`src/rtl/ws_matmul_stream_ctrl.sv`:
```
// Stream controller for a weight-stationary systolic array: loads weight rows,
// skews activation vectors onto the left edge and tracks output validity with tokens.
module ws_matmul_stream_ctrl #(
    parameter int ROWS      = 4,
    parameter int COLS      = 4,
    parameter int WORD_SIZE = 16,
    parameter int MAX_M     = 16
) (
    input  logic                          clk,
    input  logic                          rst,
    input  logic                          start,
    input  logic                          reuse_w,
    input  logic [$clog2(MAX_M+1)-1:0]    m_len,
    input  logic                          w_valid,
    output logic                          w_ready,
    input  logic [COLS*WORD_SIZE-1:0]     w_data,
    input  logic                          a_valid,
    output logic                          a_ready,
    input  logic [ROWS*WORD_SIZE-1:0]     a_data,
    output logic                          set_stationary,
    output logic [COLS*WORD_SIZE-1:0]     top_in_bus,
    output logic [ROWS*WORD_SIZE-1:0]     left_in_bus,
    input  logic [COLS*WORD_SIZE-1:0]     bottom_out,
    output logic [COLS*WORD_SIZE-1:0]     out_data,
    output logic [COLS-1:0]               out_valid,
    output logic                          busy,
    output logic                          done
);

    localparam int MW = $clog2(MAX_M + 1);
    localparam int BW = $clog2(ROWS + 1);
    localparam int NT = ROWS + COLS;

    typedef enum logic [2:0] {S_IDLE, S_LOAD_W, S_STREAM, S_DRAIN, S_DONE} state_t;

    state_t                   state_q, state_d;
    logic [MW-1:0]            len_q, len_d, cnt_q, cnt_d;
    logic [BW-1:0]            beat_q, beat_d;
    logic                     loaded_q, loaded_d;
    logic [NT-1:0]            tok_q, tok_d;
    logic                     w_ready_q, w_ready_d, a_ready_q, a_ready_d;
    logic                     set_stat_q, set_stat_d, busy_q, busy_d, done_q, done_d;
    logic [COLS*WORD_SIZE-1:0] top_q, top_d;
    logic                     w_fire_s, a_fire_s;

    assign w_fire_s = w_valid && w_ready_q;
    assign a_fire_s = a_valid && a_ready_q;

    // Next-state, counters, token shift and registered handshake/status outputs.
    always_comb begin
        state_d    = state_q;
        len_d      = len_q;
        cnt_d      = cnt_q;
        beat_d     = beat_q;
        loaded_d   = loaded_q;
        done_d     = 1'b0;
        tok_d      = {tok_q[NT-2:0], a_fire_s};
        top_d      = w_fire_s ? w_data : '0;
        set_stat_d = w_fire_s;
        case (state_q)
            S_IDLE: begin
                if (start && (m_len != '0) && (m_len <= MW'(MAX_M))) begin
                    len_d  = m_len;
                    cnt_d  = '0;
                    beat_d = '0;
                    // Reuse is only honoured once a complete weight load has landed.
                    if (reuse_w && loaded_q) begin
                        state_d = S_STREAM;
                    end else begin
                        state_d  = S_LOAD_W;
                        loaded_d = 1'b0;
                    end
                end else begin
                    state_d = S_IDLE;
                end
            end
            S_LOAD_W: begin
                if (w_fire_s) begin
                    beat_d = beat_q + 1'b1;
                    if (beat_q == BW'(ROWS - 1)) begin
                        state_d  = S_STREAM;
                        loaded_d = 1'b1;
                    end else begin
                        state_d = S_LOAD_W;
                    end
                end else begin
                    state_d = S_LOAD_W;
                end
            end
            S_STREAM: begin
                if (a_fire_s) begin
                    cnt_d = cnt_q + 1'b1;
                    if (cnt_d == len_q) begin
                        state_d = S_DRAIN;
                    end else begin
                        state_d = S_STREAM;
                    end
                end else begin
                    state_d = S_STREAM;
                end
            end
            S_DRAIN: begin
                if (tok_d == '0) begin
                    state_d = S_DONE;
                    done_d  = 1'b1;
                end else begin
                    state_d = S_DRAIN;
                end
            end
            S_DONE:  state_d = S_IDLE;
            default: state_d = S_IDLE;
        endcase
        w_ready_d = (state_d == S_LOAD_W);
        a_ready_d = (state_d == S_STREAM);
        busy_d    = (state_d != S_IDLE);
    end

    // Control state and registered outputs.
    always_ff @(posedge clk or posedge rst) begin
        if (rst) begin
            state_q    <= S_IDLE;
            len_q      <= '0;
            cnt_q      <= '0;
            beat_q     <= '0;
            loaded_q   <= 1'b0;
            tok_q      <= '0;
            w_ready_q  <= 1'b0;
            a_ready_q  <= 1'b0;
            set_stat_q <= 1'b0;
            busy_q     <= 1'b0;
            done_q     <= 1'b0;
            top_q      <= '0;
        end else begin
            state_q    <= state_d;
            len_q      <= len_d;
            cnt_q      <= cnt_d;
            beat_q     <= beat_d;
            loaded_q   <= loaded_d;
            tok_q      <= tok_d;
            w_ready_q  <= w_ready_d;
            a_ready_q  <= a_ready_d;
            set_stat_q <= set_stat_d;
            busy_q     <= busy_d;
            done_q     <= done_d;
            top_q      <= top_d;
        end
    end

    // Row r of the left edge sees its element r+1 cycles after acceptance.
    for (genvar r = 0; r < ROWS; r++) begin : g_skew
        logic [WORD_SIZE-1:0] pipe_q [r+1];
        logic [WORD_SIZE-1:0] pipe_d [r+1];

        // Per-row delay line; idle cycles push zeros.
        always_comb begin
            pipe_d[0] = a_fire_s ? a_data[r*WORD_SIZE +: WORD_SIZE] : '0;
            for (int k = 1; k <= r; k++) begin
                pipe_d[k] = pipe_q[k-1];
            end
        end

        // Delay-line storage.
        always_ff @(posedge clk or posedge rst) begin
            if (rst) begin
                for (int k = 0; k <= r; k++) begin
                    pipe_q[k] <= '0;
                end
            end else begin
                for (int k = 0; k <= r; k++) begin
                    pipe_q[k] <= pipe_d[k];
                end
            end
        end

        assign left_in_bus[r*WORD_SIZE +: WORD_SIZE] = pipe_q[r];
    end

    assign w_ready        = w_ready_q;
    assign a_ready        = a_ready_q;
    assign set_stationary = set_stat_q;
    assign top_in_bus     = top_q;
    assign out_valid      = tok_q[NT-1:ROWS];
    assign out_data       = bottom_out;
    assign busy           = busy_q;
    assign done           = done_q;

endmodule

```
`config.mk`:
```
export PLATFORM = sky130hd
export DESIGN_NAME = ws_matmul_stream_ctrl
export DESIGN_NICKNAME = d
export VERILOG_FILES = /design/src/rtl/ws_matmul_stream_ctrl.sv
export SDC_FILE = /design/constraint.sdc
export NUM_CORES = 1
export LEC_CHECK = 0
export CAP_MARGIN = 0
export CORE_AREA = 2 2 159 161
export DETAILED_ROUTE_END_ITERATION = 16
export DIE_AREA = 0 0 161 163
export GPL_ROUTABILITY_DRIVEN = 0
export PLACE_DENSITY = 0.69
export SYNTH_ARGS = -nofsm -noshare
export SYNTH_HDL_FRONTEND = slang
export SYNTH_SLANG_ARGS = --single-unit
```
`constraint.sdc`:
```
create_clock -name clk -period 18.34 [get_ports clk]
set_clock_uncertainty 0.05 [all_clocks]
set_input_delay 3.668 -clock clk [delete_from_list [all_inputs] [get_ports clk]]
set_output_delay 3.668 -clock clk [all_outputs]
set_load 0.01 [all_outputs]
```
==> out/results.md <==
• 16.0 um — Avg WL per Cell
• clkbuf_16 — cell at the root of the clock tree
• 0.0119 mm^2 — final cell area excluding filler cells
• 4,879 — via count
• 0 — ANT cells
• 0.0247 mm^2 — core box area
• 27.5 mm — wire length of the first global-routing pass
• 42.1% — synthesis-to-layout area growth
• input port — CP Launch Type
• 0 — hold path depth
• 0 — final-report hold violation count
• 565 — Syn Inst Count
• 26 — Inserted Clock Buffers
• 254 — register bit count reported by yosys
• 0 — number of max-cap violations
• 5.95 nW — leakage power
• 3 — maximum number of buffers from clock root to sink
• no — unrepaired setup endpoints after global routing
• 38 — post-synthesis cell type count
• 0 — number of antenna violations at the first check in global routing
• 161 um — horizontal extent of the die
• 37.0% — max_slew headroom
• 58 — number of core rows
• 34.0% — effective utilization at floorplan
• 0 — setup repair bufs after CTS
• 275 — total of buffers placed on input and output ports
• 4 — number of detailed-route iterations in the first pass
• 16,350 ps — minimum setup slack among reg-to-reg paths
• 14,620 ps — required time of the worst setup path
• 1 — maximum level of the CTS H-tree
• 5,011 — vias in the first global route
• flip-flop to flip-flop — class of the tightest hold or removal check
• 147 — maximum number of pins on one net before global-route repair
• g_skew[3].pipe_d[34] — worst hold start
• 11.9 mm — DPL Wire Length
• 1 — critical path peak fanout
• 195 — DR iter-0 viols
• 100% — share of flip-flops with an asynchronous set or reset
• input port to output pin — worst setup path class
• 0.135 GHz — maximum clock frequency
• finished clean — run status
• 0 — final setup violating endpoints
• 163 um — Die Height
• 80.3 uV — VDD IR-drop max
• 254 — # clock sinks
• 0.0262 mm^2 — total die area
• 0 — number of flops mapped to enable cells by yosys
• 5 — Worst R2R Path Depth
• 980 — number of nets in the layout
• cnt_q[2] — critical register-to-register path endpoint
• 13.3% — GRT Overall Usage
• 0 — Synth Warn #
• 40.3% — fin crit share
• 945 ps — slew of the pin with the lowest slew margin
• 771 — synthesized netlist net count
• 0 — Final Max Slew Viols
• 18.0 mm — wire length reported by the detailed router
• output pin — capturing element type of the critical path
• g_skew[3].pipe_d[18] — Hold Path Sink
• 7390 ps — final critical delay including setup and external delays
• 0 — DRC violations left
• 8.19% — ratio of cells with drive above 1 in the final layout
• 0.00838 mm^2 — post-synthesis instance area
• 520 ps — clock latency on the worst-skew pair
• 4.34 — post-detailed-route via-to-cell ratio
• 404 — I/O pin count
• 0 — Crit path depth
• 0.0110 mm^2 — placed standard-cell area
• built — clock tree from TritonCTS
• 60 ps — Reg clk slew, reported paths
• 14.8 um^2 — mean cell area of the mapped netlist
• 0 — post-detailed-route count of antenna-violating nets
• 0 ps — Sum Neg Setup Slack
• 2,133 — Filler Cells Inserted
• 124 mW/mm^2 — power density over the cells
• 0 — Post-CTS Resized
• dfrtp_1 — prevailing post-synth register cell
• 3670 ps — worst path arrival time
• 0 — quantity of hold-fixing buffers added after cts
• 0 — total overflow reported by the global router
• 75.8% — Seq/Total Area, Yosys
• a_ready — launching point of the worst reg2reg path
• 290 ps — worst slack on hold paths
==> placed cells by master (no fill, tap or decap), types with 5 or more instances in the layout <==
cell type,instances
clkbuf_16,26
and3_1,129
nor2_1,7
inv_1,5
nand3_1,5
xnor2_1,6
bufinv_16,5
clkdlybuf4s50_1,274
clkinv_4,5
nand2_1,12
clkinvlp_4,5
dfrtp_1,253
buf_4,6
mux2_2,5
==> how the worst max path moves through the flow <==
stage,start,endpoint
final,bottom_out[41],out_data[41]
after floorplan,rst,a_ready
after detailed placement,bottom_out[41],out_data[41]
after global placement,bottom_out[41],out_data[41]
after CTS,bottom_out[41],out_data[41]
after global routing,bottom_out[41],out_data[41]
==> cells by family (layout without fill, tap and decap cells) <==
kind of cell / after synthesis / in the layout / share of synthesized area, %
DFF: 254 / 254 / 75.8
and+or+nand+nor: 168 / 168 / 12.2
buffers and inverters: 106 / 335 / 7.90
AOI/OAI and AO/OA: 18 / 18 / 1.54
xor gates and xnor gates: 9 / 9 / 1.10
muxes: 7 / 7 / 0.970
adders and majority gates: 3 / 3 / 0.448
==> layer usage <==
layer	track usage [%]	share of wire (%)	wire, um	up-vias
li1	-	-	-	2237
met2	22.9	51	9140	187
met4	5.07	3.3	594	0
met1	16.2	39	7030	2414
met3	3.26	7.0	1250	41
met5	0	0	0	-
==> synthesized netlist by cell type (2+ instances only) <==
cell type | instances | area, um^2
o21bai_1 | 2 | 15.0
xnor2_1 | 6 | 52.6
nor2_1 | 7 | 26.3
buf_4 | 68 | 510
ha_1 | 3 | 37.5
dfrtp_1 | 254 | 6360
nor3_1 | 2 | 10.0
nand2_1 | 12 | 45.0
o22ai_1 | 4 | 25.0
o21ai_0 | 2 | 10.0
a31oi_1 | 2 | 12.5
or2_2 | 2 | 12.5
inv_1 | 6 | 22.5
a21oi_1 | 2 | 10.0
and3_1 | 129 | 807
nor4_1 | 3 | 18.8
nand3_1 | 5 | 25.0
mux2_2 | 5 | 56.3
o41ai_1 | 2 | 17.5
clkbuf_1 | 30 | 113
xor2_1 | 2 | 17.5
==> flip-flops by register name, indices dropped and copies added (netlist names), 5 cells and up <==
| signal | count |
|---|---|
| tok_q | 8 |
| g_skew.pipe_d | 96 |
| left_in_bus | 48 |
| cnt_q | 5 |
| g_skew.pipe_q | 16 |
| top_in_bus | 64 |
| len_q | 5 |
==> through the flow <==
step	total power [mW]	utilization (%)	setup slack [ps]	instances
global route	1.55	48.3	10950	1124
detailed placement	0.927	44.4	10950	1076
CTS	1.50	48.3	10950	1124
finish	1.48	48.3	10950	1124
floorplan	0.802	-	7640	565
global placement	0.919	44.4	10950	1076
==> report_power, final <==
group          total [mW]  leakage, nW  switching, mW  internal (mW)
registers           0.671         3.48         0.0347          0.636
logic               0.241         2.02          0.110          0.131
clock network       0.565        0.444          0.218          0.347
==> final cells by class <==
| class | instances | area, um^2 | area share (%) |
|---|---|---|---|
| Sequential cell | 254 | 6360 | 53.4 |
| Timing Repair Buffer | 281 | 2790 | 23.5 |
| Multi-Input combinational cell | 205 | 1360 | 11.4 |
| Clock buffer | 32 | 703 | 5.91 |
| Tap cell | 330 | 413 | 3.47 |
| Clock inverter | 16 | 248 | 2.08 |
| Inverter | 6 | 30.0 | 0.252 |
==> worst register-to-register path, cell delays in order (launching register included) <==
cell,delay (ps)
dfrtp_2,340
buf_4,440
nand4b_1,260
or2_2,400
o41ai_1,150
a31oi_1,180
Note: power is estimated with default switching activity, not from simulation.
